===== config.mk =====
export PLATFORM = sky130hd
export DESIGN_NAME = led_breathe_pwm
export DESIGN_NICKNAME = d
export VERILOG_FILES = /design/src/rtl/led_breathe_pwm.sv
export SDC_FILE = /design/constraint.sdc
export NUM_CORES = 1
export LEC_CHECK = 0
export CAP_MARGIN = 20
export CORE_UTILIZATION = 57
export CTS_CLUSTER_SIZE = 10
export DETAILED_ROUTE_END_ITERATION = 7
export GPL_TIMING_DRIVEN = 0
export PLACE_DENSITY = 0.75
export SYNTH_ARGS = -nofsm -noshare
export SYNTH_HDL_FRONTEND = slang
export SYNTH_SLANG_ARGS = --single-unit

===== constraint.sdc =====
create_clock -name clk -period 2.2 [get_ports clk]
set_clock_uncertainty 0.05 [all_clocks]
set_input_delay 0.22 -clock clk [delete_from_list [all_inputs] [get_ports clk]]
set_output_delay 0.22 -clock clk [all_outputs]
set_load 0.02 [all_outputs]

===== src/rtl/led_breathe_pwm.sv =====
// led_breathe_pwm: tick-driven breathing LED (ramp up, hold, ramp down, hold) rendered as PWM.
// Brightness advances one level per STEP_DIV ticks; en=0 freezes everything and blanks the LED.
module led_breathe_pwm #(
  parameter int PWM_BITS = 8,
  parameter int STEP_DIV = 16,
  parameter int HOLD_TOP = 4,
  parameter int HOLD_BOT = 4
) (
  input  logic                clk,
  input  logic                rst_n,
  input  logic                en,
  input  logic                tick,
  output logic                led,
  output logic [PWM_BITS-1:0] level,
  output logic [1:0]          state
);
  localparam int DW = $clog2(STEP_DIV + 1);
  localparam int HMAX = HOLD_TOP > HOLD_BOT ? HOLD_TOP : HOLD_BOT;
  localparam int HW = $clog2(HMAX + 1);
  localparam logic [PWM_BITS-1:0] MAXL = '1;
  typedef enum logic [1:0] {HOLD_LO = 2'd0, RISE = 2'd1, HOLD_HI = 2'd2, FALL = 2'd3} state_t;
  if (STEP_DIV < 1 || HOLD_TOP < 1 || HOLD_BOT < 1) begin : g_bad_params
    $error("led_breathe_pwm: STEP_DIV, HOLD_TOP and HOLD_BOT must all be >= 1");
  end
  state_t              state_q;
  logic [PWM_BITS-1:0] level_q, pwm_q, pwm_d;
  logic [DW-1:0]       div_q, div_d;
  logic [HW-1:0]       hold_q;
  logic                led_q, led_d, div_wrap, step;
  always_comb begin
    div_wrap = div_q == DW'(STEP_DIV - 1);
    step     = en && tick && div_wrap;
    div_d    = tick ? (div_wrap ? '0 : div_q + 1'b1) : div_q;
    pwm_d    = pwm_q + 1'b1;
    led_d    = en && (pwm_q < level_q);
  end
  // Hold counters share one register; it is always zero on entry to either hold state.
  always_ff @(posedge clk) begin
    if (!rst_n) begin
      state_q <= HOLD_LO;
      level_q <= '0;
      pwm_q   <= '0;
      div_q   <= '0;
      hold_q  <= '0;
      led_q   <= 1'b0;
    end else begin
      led_q <= led_d;
      if (en) begin
        pwm_q <= pwm_d;
        div_q <= div_d;
        if (step) begin
          case (state_q)
            HOLD_LO: if (hold_q == HW'(HOLD_BOT - 1)) begin
              hold_q  <= '0;
              state_q <= RISE;
            end else hold_q <= hold_q + 1'b1;
            RISE: if (level_q == MAXL - 1'b1) begin
              level_q <= MAXL;
              state_q <= HOLD_HI;
            end else level_q <= level_q + 1'b1;
            HOLD_HI: if (hold_q == HW'(HOLD_TOP - 1)) begin
              hold_q  <= '0;
              state_q <= FALL;
            end else hold_q <= hold_q + 1'b1;
            FALL: if (level_q == PWM_BITS'(1)) begin
              level_q <= '0;
              state_q <= HOLD_LO;
            end else level_q <= level_q - 1'b1;
            default: state_q <= HOLD_LO;
          endcase
        end
      end
    end
  end
  assign led   = led_q;
  assign level = level_q;
  assign state = state_q;
endmodule


After elaboration in Yosys (flattened, before gate mapping)
Cells that the tools add are included.
- bits of input ports: 4
- bits in registers: 27
- logic and storage cells: 43
- add/sub/neg operators: 5
- order comparisons: 1
- eq/ne operators: 11
- multiplexer cells: 10
- reduce and logical (&&, ||, !) cells: 10
- operators by type and width (kind ; count):
    $add A8 B1 Y8 const B ; 2
    $mux W8 ; 2
    $pmux W8 S2 ; 1
    $eq A8 B1 Y1 const B ; 1
    $eq A8 B8 Y1 const B ; 1
    $lt A8 B8 Y1 ; 1
    $mux W2 ; 4
    $ne A2 B2 Y1 const B ; 4
    $pmux W2 S4 ; 1
    $sub A8 B1 Y8 const B ; 1
    $reduce_and A3 Y1 ; 2
    $reduce_and A6 Y1 ; 1
    $add A5 B1 Y5 const B ; 1
    $eq A5 B4 Y1 const B ; 1
    $mux W5 ; 1
    $eq A2 B2 Y1 const B ; 2
    $add A3 B1 Y3 const B ; 1
    $eq A3 B2 Y1 const B ; 1
    $logic_and A1 B1 Y1 ; 3
    $mux W3 ; 1
    $eq A2 B1 Y1 const B ; 1
    $logic_not A2 Y1 ; 1
    $reduce_and A2 Y1 ; 1
    $reduce_bool A2 Y1 ; 1
    $reduce_or A2 Y1 ; 1

Longest topological paths before layout
Gate-level depths: netlist of the first run.
- depth after elaboration: 3
- depth in mapped cells: 7
- depth with buffers taken out: 6

Worst setup path before layout of the first run
No wires, ideal clock.
- kind: reg2reg
- start point: reg state_q[1] (netlist: state[1])
- end point: reg level_q[4] (netlist: level[4])
- data required time: 2.076 ns
- data arrival time: 1.767 ns
- cell stages (with the launch flop): 6
- setup time: 0.074 ns
- path slack: 0.309 ns
- buffers on the path: 1
- clock period less this slack: 1.891 ns
- path through: dfxtp_1 ha_1 clkbuf_1 nand2_1 or4b_1 a31oi_1
- word-level cells in the longest chain between the ends: 3
- elaborated cells on any way between the ends: 5
- classes of those cells: eq/ne: 2; mux: 1; reduce/logical: 2
- ends and longest elaborated chain (item ; line ; RTL):
    start, declared ; 25 ; state_t state_q;
    start signal, assigned ; 40 ; state_q <= HOLD_LO;
    start signal, assigned ; 55 ; state_q <= RISE;
    start signal, assigned ; 59 ; state_q <= HOLD_HI;
    $eq A2 B2 Y1 or $eq A2 B1 Y1 (tied branches) ; 52 ; case (state_q)
    $reduce_bool A2 Y1 (no line) ; - ;
    $reduce_and A3 Y1 (no line) ; - ;
    end signal, assigned ; 60 ; end else level_q <= level_q + 1'b1;
    end signal, assigned ; 68 ; end else level_q <= level_q - 1'b1;
    end, declared ; 26 ; logic [PWM_BITS-1:0] level_q, pwm_q, pwm_d;
Several ways; a longest one is shown, not always the timed one.
A chain may end at the register's enable or synchronous reset.

Final worst setup path of the first run
- start point: reg state_q[0] (netlist: state[0])
- end point: reg level_q[4] (netlist: level[4])
Same word-level chain as after synthesis.

==> flow_summary.rst, run 1 <==
.. list-table::
   :header-rows: 1

   * - Metric
     - Value
   * - Result of the run
     - complete, no violations
   * - Primary FF master, synth
     - sky130_fd_sc_hd__dfxtp_1
   * - Area share of the largest cell type after synthesis
     - 0.300
   * - Height of the chip
     - 58.2 um
   * - Post-route DRC
     - 0
   * - Kind of critical path
     - flip-flop to flip-flop
   * - Endpoint, Worst Hold
     - hold_q[2]
   * - Cell at the root of the clock tree
     - sky130_fd_sc_hd__clkbuf_4
   * - Maximum clock frequency
     - 496 MHz
   * - Number of synthesized register bits
     - 27
   * - Starting DRC count in detailed routing
     - 97
   * - Total CTS buffers
     - 3
   * - Cells on Worst Hold Path
     - 3
   * - Synth warnings
     - 0
   * - Count of nets left with antenna violations after detail routing
     - 0
   * - Cell family contributing the most delay on the critical path
     - simple AND/OR/NAND/NOR gates
   * - TritonCTS clock tree
     - built
   * - Final weighted congestion in routability-driven placement
     - 0.937
   * - Total instance count after detailed placement
     - 277
   * - Maximum Capacitance Violations
     - 0
   * - Sinks on the clock net
     - 27
   * - Layout Cells excl Fill
     - 282
   * - Cell type with the highest aggregate area in the netlist
     - sky130_fd_sc_hd__dfxtp_1
   * - Setup repair after global routing missed its margin
     - no
   * - Leak Pwr
     - 0.000763 uW
   * - Floorplan Core Area
     - 0.00303 mm^2
   * - Worst hold-check slack
     - 0.277 ns
   * - Final critical-path share of the clock period
     - 0.916
   * - Post-layout total power
     - 787 uW
   * - Pin count of the biggest net entering global routing
     - 17
   * - Number of rows in the core area
     - 20
   * - Maximum cell stage delay along the critical path
     - 0.52 ns
   * - Worst slack at placement
     - -0.225 ns
   * - Antenna violations before repair
     - 0
   * - Post-layout net count
     - 262
   * - Ranking of synthesized cells by area
     - sky130_fd_sc_hd__dfxtp_1, sky130_fd_sc_hd__ha_1, sky130_fd_sc_hd__a21oi_1
   * - Clk_lat worst skew
     - 0.34 ns
   * - IO Count
     - 15
   * - Pwr Density
     - 386 mW/mm^2
   * - Share of flip-flops with an asynchronous set or reset after synthesis
     - 0
   * - Router iterations before antenna repair
     - 8
   * - Number of H-tree levels
     - 1
   * - Worst reg2reg path endpoint
     - level[4]
   * - Overall die area
     - 0.00339 mm^2
   * - Syn Nets
     - 243
   * - Worst path buffer plus inverter count
     - 1
   * - Synthesis-to-layout area growth
     - 13.2%
   * - Worst slew pin tran
     - 0.611 ns
   * - Crit path arrival time
     - 2.25 ns
   * - Cell count of the worst reg-to-reg path
     - 5
   * - Number of failing hold endpoints at the final stage
     - 0
   * - Initial core utilization
     - 0.595
   * - Synth unique cells
     - 46
   * - Count of mapped cells out of synthesis
     - 220
   * - Global-route usage over all layers
     - 0.267
   * - Worst path setup slack after routing
     - 0.184 ns
   * - Total of fill cells in the finished design
     - 252
   * - Total gr overflow
     - 0
   * - Via count
     - 1,725
   * - Vias per cell
     - 6.12
   * - Class of the worst hold path
     - primary input to flip-flop
   * - Relative slew margins
     - 0.587
   * - Top cells by count, synth
     - sky130_fd_sc_hd__dfxtp_1, sky130_fd_sc_hd__nor2_1, sky130_fd_sc_hd__ha_1
   * - Setup crit start kind
     - flip-flop
   * - Post-synthesis cell area
     - 0.00180 mm^2
   * - Master of the slowest instance on the critical path
     - sky130_fd_sc_hd__or4b_1
   * - Crit path capture type
     - flip-flop
   * - Die width
     - 58.2 um
   * - Flop2flop setup slack
     - 0.18 ns
   * - Peak fanout along the critical path
     - 10
   * - Final setup violation count
     - 0
   * - First-pass GRT wire length
     - 6.89 mm
   * - Clock transition at the registers of the reported paths
     - 0.17 ns
   * - Longest Clk Path Bufs
     - 2
   * - Most used standard cell by instance count after synthesis
     - sky130_fd_sc_hd__dfxtp_1
   * - Via count of the first global-routing pass
     - 1,565
   * - Max rail drop VDD
     - 0.287 mV
   * - Count of inserted antenna diode cells
     - 0
   * - Crit path time final
     - 2.02 ns
   * - Required time of the worst setup path
     - 2.43 ns
   * - Final HPWL DP
     - 3.18 mm
   * - Cells along the critical path
     - ha_1 -> clkbuf_1 -> nand2_1 -> or4b_1 -> a31oi_1
   * - Port Buffers
     - 13
   * - Accumulated negative setup slack
     - 0 ns
   * - Total Routed Length
     - 4.37 mm
   * - Number of slew-limit violations in the final report
     - 0
   * - Start of the worst register-to-register path
     - state[0]
   * - Fraction of layout cells with a size suffix above 1
     - 0.0672
   * - Sequential cell area fraction in the yosys report
     - 0.300
   * - Number of flops mapped to enable cells by yosys
     - 0
   * - Hold_buf cts
     - 0
   * - Final routed wire length divided by cell count
     - 15.5 um
   * - Avg Inst Size Synth
     - 8.19 um^2
   * - Worst min-delay path startpoint
     - rst_n
==> sequential cells by signal, summed over array words and instances, names as in the netlist <==
register	flops
div_q	5
hold_q	3
led	1
pwm_q	8
state	2
level	8
==> how the worst max path moves through the flow <==
stage	depth (start not counted)	start	end	slack, ns
floorplan	5	state[1]	level[4]	0.31
global placement	6	en	state[0]	-0.15
detailed placement	6	en	state[1]	-0.22
CTS	5	div_q[0]	state[1]	0.002
global route	5	state[0]	level[4]	0.04
finish	5	state[0]	level[4]	0.18
==> power breakdown <==
group          leakage (uW)  switching [uW]  internal (uW)
combinational      0.000531            28.5           20.4
sequential         0.000218            6.52            496
clock             0.0000139             166           69.6
total              0.000763             201            586
==> cells in the final DEF, fill, tap and decap left out, types with 3 or more instances in the layout <==
cell / synthesis / routed
sky130_fd_sc_hd__clkbuf_1: 7 / 6
sky130_fd_sc_hd__xor2_1: 5 / 5
sky130_fd_sc_hd__o21ai_0: 14 / 13
sky130_fd_sc_hd__dfxtp_1: 27 / 27
sky130_fd_sc_hd__nor4_1: 4 / 4
sky130_fd_sc_hd__a21oi_1: 15 / 15
sky130_fd_sc_hd__mux2i_1: 4 / 4
sky130_fd_sc_hd__nor2_1: 20 / 20
sky130_fd_sc_hd__nand2_1: 15 / 15
sky130_fd_sc_hd__or3_1: 3 / 3
sky130_fd_sc_hd__inv_1: 13 / 13
sky130_fd_sc_hd__nand4_1: 7 / 7
sky130_fd_sc_hd__nand3b_1: 3 / 3
sky130_fd_sc_hd__a31oi_1: 5 / 5
sky130_fd_sc_hd__and3_1: 4 / 4
sky130_fd_sc_hd__clkbuf_4: 0 / 3
sky130_fd_sc_hd__ha_1: 19 / 19
sky130_fd_sc_hd__nor3_1: 5 / 4
sky130_fd_sc_hd__clkdlybuf4s50_1: 0 / 13
sky130_fd_sc_hd__nor2b_1: 3 / 3
sky130_fd_sc_hd__nand3_1: 9 / 9
==> cell families after synthesis <==
family | synth area share
simple gates | 0.267
buf+inv | 0.0576
compound gates | 0.188
fa+ha+maj | 0.132
flops | 0.300
mux | 0.0222
xor+xnor | 0.0340
==> cell type report <==
class                           count  area, um^2  area share
Tap cell                           44        55.1      0.0270
Sequential cell                    27         541       0.265
Multi-Input combinational cell    169        1170       0.574
Buffer                             11        56.3      0.0276
Inverter                           13        48.8      0.0239
Clock inverter                      1        7.51     0.00368
Timing Repair Buffer               14         138      0.0675
Clock buffer                        3        22.5      0.0110
==> what timing repair did <==
action | CTS | global route
endpoints found under the setup margin | 2 | 2
pin swaps | 0 | 1
resized for setup | 1 | 4
setup buffers | 0 | 1
==> through the flow <==
| stage | utilization | area, um^2 |
|---|---|---|
| 6_report | 0.674 | 2040 |
| 5_1_grt | 0.674 | 2040 |
| 4_1_cts | 0.666 | 2020 |
| 3_5_place_dp | 0.656 | 1990 |
| 3_3_place_gp | 0.656 | 1990 |
| 2_1_floorplan | - | 1800 |
==> metal layers <==
| metal | up-vias | share of wire | GRT usage |
|---|---|---|---|
| met5 | - | 0 | 0 |
| met4 | 0 | 0.023 | 0.112 |
| met3 | 19 | 0.076 | 0.0335 |
| met2 | 85 | 0.47 | 0.437 |
| met1 | 786 | 0.43 | 0.354 |
| li1 | 835 | - | - |
==> worst register-to-register path: stages (launching register included) <==
cell                       delay (ns)
sky130_fd_sc_hd__dfxtp_1         0.43
sky130_fd_sc_hd__ha_1            0.29
sky130_fd_sc_hd__clkbuf_1        0.32
sky130_fd_sc_hd__nand2_1         0.18
sky130_fd_sc_hd__or4b_1          0.52
sky130_fd_sc_hd__a31oi_1         0.16
No activity file was read; power rests on OpenSTA's default activity.
==> run 2: changes to the inputs <==
- CORE_MARGIN: unset -> 2
- CTS_CLUSTER_SIZE: 10 -> unset
==> flow_summary.rst, run 2 (synthesized netlist as in run 1, its figures left out) <==
.. list-table::
   :header-rows: 1

   * - Metric
     - Value
   * - Hold_buf cts
     - 0 (unchanged)
   * - Maximum Capacitance Violations
     - 0 (unchanged)
   * - Final routed wire length divided by cell count
     - 15.3 um (-1.2%)
   * - Height of the chip
     - 60.2 um (+3.4%)
   * - Most frequent standard cell in the layout excluding fill and tap cells
     - sky130_fd_sc_hd__dfxtp_1
   * - Router iterations before antenna repair
     - 4 (-4)
   * - Class of the worst hold path
     - primary input to flip-flop
   * - Global-route usage over all layers
     - 0.262 (-0.00444)
   * - Count of nets left with antenna violations after detail routing
     - 0 (unchanged)
   * - Number of H-tree levels
     - 1 (unchanged)
   * - Peak fanout along the critical path
     - 10 (unchanged)
   * - Die width
     - 60.2 um (+3.4%)
   * - Cells along the critical path
     - clkbuf_1 -> inv_1 -> ha_1 -> nand4_1 -> o21ai_1 -> o2111ai_1 -> mux2i_1
   * - TritonCTS clock tree
     - built
   * - Longest Clk Path Bufs
     - 2 (unchanged)
   * - Clock transition at the registers of the reported paths
     - 0.17 ns (about the same)
   * - Floorplan Core Area
     - 0.00303 mm^2 (unchanged)
   * - Fraction of layout cells with a size suffix above 1
     - 0.0750 (+0.00777)
   * - Post-layout net count
     - 264 (+0.76%)
   * - Vias per cell
     - 5.91 (-3.4%)
   * - Worst slew pin tran
     - 0.575 ns (-0.0366 ns)
   * - Port Buffers
     - 13 (unchanged)
   * - Via count of the first global-routing pass
     - 1,559 (-0.38%)
   * - Cells on Worst Hold Path
     - 3 (unchanged)
   * - Post-layout util
     - 0.679 (+0.00496)
   * - Max rail drop VDD
     - 0.253 mV (-12%)
   * - Master of the slowest instance on the critical path
     - sky130_fd_sc_hd__dfxtp_1
   * - Number of failing hold endpoints at the final stage
     - 0 (unchanged)
   * - Total CTS buffers
     - 3 (unchanged)
   * - Initial core utilization
     - 0.595 (unchanged)
   * - Setup crit start kind
     - flip-flop
   * - Worst reg2reg path endpoint
     - state[0]
   * - Total instance count after detailed placement
     - 277 (unchanged)
   * - Crit path time final
     - 2.05 ns (+0.0363 ns)
   * - Via count
     - 1,679 (-2.7%)
   * - Number of rows in the core area
     - 20 (unchanged)
   * - Antenna violations before repair
     - 0 (unchanged)
   * - Crit path arrival time
     - 2.29 ns (+0.04 ns)
   * - Start of the worst register-to-register path
     - level[0]
   * - Post-route DRC
     - 0 (unchanged)
   * - Flop2flop setup slack
     - 0.15 ns (-0.04 ns)
   * - Synthesis-to-layout area growth
     - 14.0%
   * - Final setup violation count
     - 0 (unchanged)
   * - Cell count of the worst reg-to-reg path
     - 7 (+2)
   * - First-pass GRT wire length
     - 7.24 mm (+5.0%)
   * - Number of slew-limit violations in the final report
     - 0 (unchanged)
   * - Starting DRC count in detailed routing
     - 90 (-7.2%)
   * - Final critical-path share of the clock period
     - 0.933 (+0.0165)
   * - Total Routed Length
     - 4.35 mm (-0.46%)
   * - Pin count of the biggest net entering global routing
     - 17 (unchanged)
   * - Total gr overflow
     - 0 (unchanged)
   * - Maximum cell stage delay along the critical path
     - 0.45 ns (-0.07 ns)
   * - Count of inserted antenna diode cells
     - 0 (unchanged)
   * - Relative slew margins
     - 0.613 (+0.0266)
   * - Layout Cells excl Fill
     - 284 (+0.71%)
   * - Required time of the worst setup path
     - 2.44 ns (about the same)
   * - Final weighted congestion in routability-driven placement
     - 0.912 (-2.7%)
   * - Accumulated negative setup slack
     - 0 ns (unchanged)
   * - Leak Pwr
     - 0.000771 uW (+1.1%)
   * - Maximum clock frequency
     - 487 MHz (-1.8%)
   * - Endpoint, Worst Hold
     - hold_q[2]
   * - Final HPWL DP
     - 3.23 mm (+1.3%)
   * - Worst min-delay path startpoint
     - rst_n
   * - Result of the run
     - complete, no violations
   * - CP startpoint
     - level[0]
   * - Pwr Density
     - 383 mW/mm^2 (-0.69%)
   * - Sinks on the clock net
     - 27 (unchanged)
   * - Kind of critical path
     - flip-flop to flip-flop
   * - Cell at the root of the clock tree
     - sky130_fd_sc_hd__clkbuf_4
   * - Overall die area
     - 0.00363 mm^2 (+7.0%)
   * - Clk_lat worst skew
     - 0.35 ns (about the same)
   * - Crit path capture type
     - flip-flop
   * - Setup repair after global routing missed its margin
     - no
   * - Commonest non-fill, non-tap cells in the layout
     - sky130_fd_sc_hd__dfxtp_1, sky130_fd_sc_hd__nor2_1, sky130_fd_sc_hd__ha_1, sky130_fd_sc_hd__nand2_1, sky130_fd_sc_hd__a21oi_1
   * - IO Count
     - 15 (unchanged)
run 2: worst max path at each step:
stage,slack (ns),cells past startpoint,endpoint
2_1_floorplan,0.31,5,level[4]
3_3_place_gp,-0.12,6,state[0]
3_5_place_dp,-0.18,6,state[0]
4_1_cts,0.07,7,state[0]
5_1_grt,0.008,7,state[0]
6_report,0.15,7,state[0]
run 2: per-layer routing:
metal | part of all wire | routed length [um] | global-route usage
met1 | 0.45 | 1970 | 0.368
met3 | 0.049 | 211 | 0.0281
met2 | 0.49 | 2130 | 0.427
met4 | 0.0074 | 32 | 0.0667
met5 | 0 | 0 | 0
run 2: area by class of cell:
| type | count | area (um^2) |
|---|---|---|
| repair buffers | 16 | 153 |
| clock buffers | 3 | 22.5 |
| flip-flops and latches | 27 | 541 |
| multi-input cells | 169 | 1170 |
| fillers | 281 | 973 |
| plain buffers | 11 | 56.3 |
| clock inverters | 1 | 7.51 |
| inverters | 13 | 48.8 |
| well taps | 44 | 55.1 |
run 2: where the power goes:
group | internal [uW] | leakage (uW) | total, uW | switching, uW
sequential | 496 | 0.000218 | 502 | 6.47
combinational | 19.7 | 0.000539 | 47.8 | 28.2
clock | 69.8 | 0.0000139 | 238 | 168
total | 585 | 0.000771 | 788 | 202
run 2: worst max-delay path: cells and delay by family, from the launching register on:
kind                     cells  cell delay [ns]
AO/OA/AOI/OAI                2             0.32
adder cells (fa/ha/maj)      1             0.24
buffers and inverters        2             0.51
flip-flops                   1             0.45
multiplexers                 1             0.23
AND/OR/NAND/NOR              1             0.20
run 2: stage by stage:
stage / hold WS [ns] / worst slack (ns) / cell area (um^2) / power, uW
finish: 0.286 / 0.148 / 2050 / 788
global route: 0.306 / 0.00791 / 2050 / 820
CTS: 0.267 / 0.0718 / 2020 / 793
detailed placement: 0.381 / -0.177 / 1990 / 561
global placement: 0.369 / -0.124 / 1990 / 557
floorplan: 0.330 / 0.309 / 1800 / 543
run 2: what timing repair did:
action	CTS	global route
setup endpoints to repair	1	3
buffers inserted	0	3
cloned	0	0
gates resized for setup	1	4
==> run 3: changes to the inputs <==
- SKIP_LAST_GASP: unset -> 1
==> results of run 3 <==
No change in the layout: final DEF, timing and power equal those of run 2.
==> variant, RTL diff (config.mk and constraints of run 1) <==
Set the parameter `HOLD_BOT` to 2 (it was 4).
--- a/src/rtl/led_breathe_pwm.sv
+++ b/src/rtl/led_breathe_pwm.sv
@@ -4,7 +4,7 @@
   parameter int PWM_BITS = 8,
   parameter int STEP_DIV = 16,
   parameter int HOLD_TOP = 4,
-  parameter int HOLD_BOT = 4
+  parameter int HOLD_BOT = 2
 ) (
   input  logic                clk,
   input  logic                rst_n,
Behaviour: no difference found for any inputs over 10 cycles, from zero or initial values and one cycle with rst_n low; that may be too few to reach the edited logic, so the function may still have changed.
==> variant against run 1 <==
Die area increased by 2.8%. Utilization is 0.12 points lower. Non-clock buffer count down 3. Routed wire length shrank 8.0%. Hold slack worse by 0.17 ns. Sequential cell count unchanged. Total power fell by 0.41%. Design area increased by 1.5%. Cell count decreased by 1.4%. Worst setup slack improved by 0.0094 ns. Area after synthesis up 2.9%. Critical endpoint is now led. Largest cell class unchanged.
==> variant: results (changes against run 1) <==
Status: completed
Ranking of synthesized cells by area: dfxtp_1 (29%), ha_1 (15%), o21ai_0 (4.0%)
Hpwl dp: 3070 microns (-3.5%)
Post_cts resized: 0 (-1)
Routed met3 length: 211 microns (-36%)
Mapped Nets: 243 (unchanged)
CP Data Arrival Time: 2.22 ns (-0.03 ns)
Post-synth cell types: 48 (+4.3%)
Yosys warns: 0 (unchanged)
Final WL: 4020 microns (-8.0%)
Max stage delay on crit path: 0.56 ns (+0.04 ns)
CTS max path bufs: 2 (unchanged)
Share of layout cells above drive strength 1: 0.0812 (+0.0140)
Max IR drop VDD: 0.216 mV (-25%)
Gr usage total: 0.259 (-0.00759)
Antenna Cells: 0 (unchanged)
Wl on met1: 1800 microns (-5.1%)
Mux contribution to synthesized area: 0.0216 (-0.000630)
Main synth FF type: dfxtp_1
First-pass GRT wire length: 6850 microns (-0.61%)
Met1 GRT Util: 0.330 (-0.0242)
Cell count after placement: 274 (-1.1%)
NumNets Final: 261 (-0.38%)
Max-slew violations: 0 (unchanged)
Worst-margin pin slew: 0.474 ns (-0.137 ns)
Synth cell count leaders: dfxtp_1 (27), ha_1 (22), nand2_1 (17), inv_1 (16), o21ai_0 (15)
Dpl ws: 0.158 ns (+0.382 ns)
Highest Signal Layer: met4
Leakage power: 0.000793 uW (+4.0%)
DRT iter0 DRCs: 81 (-16%)
Post-Place Cell Area: 2040 sq um (+2.6%)
Avg Inst Size Synth: 8.55 sq um (+4.3%)
Met2 routed WL: 1930 microns (-5.4%)
Synth Area in Compound Gates: 0.199 (+0.0116)
Post-Synth XOR/XNOR Area: 0.0378 (+0.00376)
Cell family with most CP delay: compound AO/OA/AOI/OAI gates
GR Util met2: 0.435 (-0.00172)
Num CTS Buffers: 3 (unchanged)
Met3 Use GR: 0.0328 (-0.000731)
Adder-cell share of the synthesized area: 0.148 (+0.0165)
Initial DRT Pass Iterations: 6 (-2)
Final cell count without fillers: 278 (-1.4%)
Vias in the first global route: 1528 (-2.4%)
Root buffer cell: clkbuf_4
Routed vias: 1623 (-5.9%)
RD Place Congestion: 0.910 (-3.0%)
Worst path slowest cell: dfxtp_1
Initial antenna violation count: 0 (unchanged)
Worst-path maximum fanout: 8 (-2)
Sequential area share after synthesis: 0.291 (-0.00850)
[variant: cell count changes in the layout (fill, tap and decap cells not counted), moves of 4 or more]
cell      before  now
nor2_1        20    7
a21oi_1       15    7
and2_1         2    7
a21boi_0       0    4
nor4_1         4    0
xnor2_1        2    6
[variant: power by group]
group          total (uW)  switching [uW]  leakage (uW)  internal [uW]
Clock                 234             164     0.0000139           69.9
Sequential            502            5.93      0.000218            496
Combinational        48.6            26.1      0.000561           22.5
[variant: layout make-up]
cell class              instances  area [sq um]
multi-input cells             165          1200
fillers                       253          1010
flip-flops and latches         27           541
repair buffers                 13           130
inverters                      16          60.1
well taps                      44          55.1
plain buffers                   9          50.0
clock buffers                   3          22.5
clock inverters                 1          7.51
[variant: final timing paths]
check	start	end	slack (ns)	depth (start not counted)
max	level[4]	led	0.19	7
min	en	led	0.10	3
max reg2reg	level[4]	led	0.19	7
min reg2reg	hold_q[1]	hold_q[1]	0.44	2
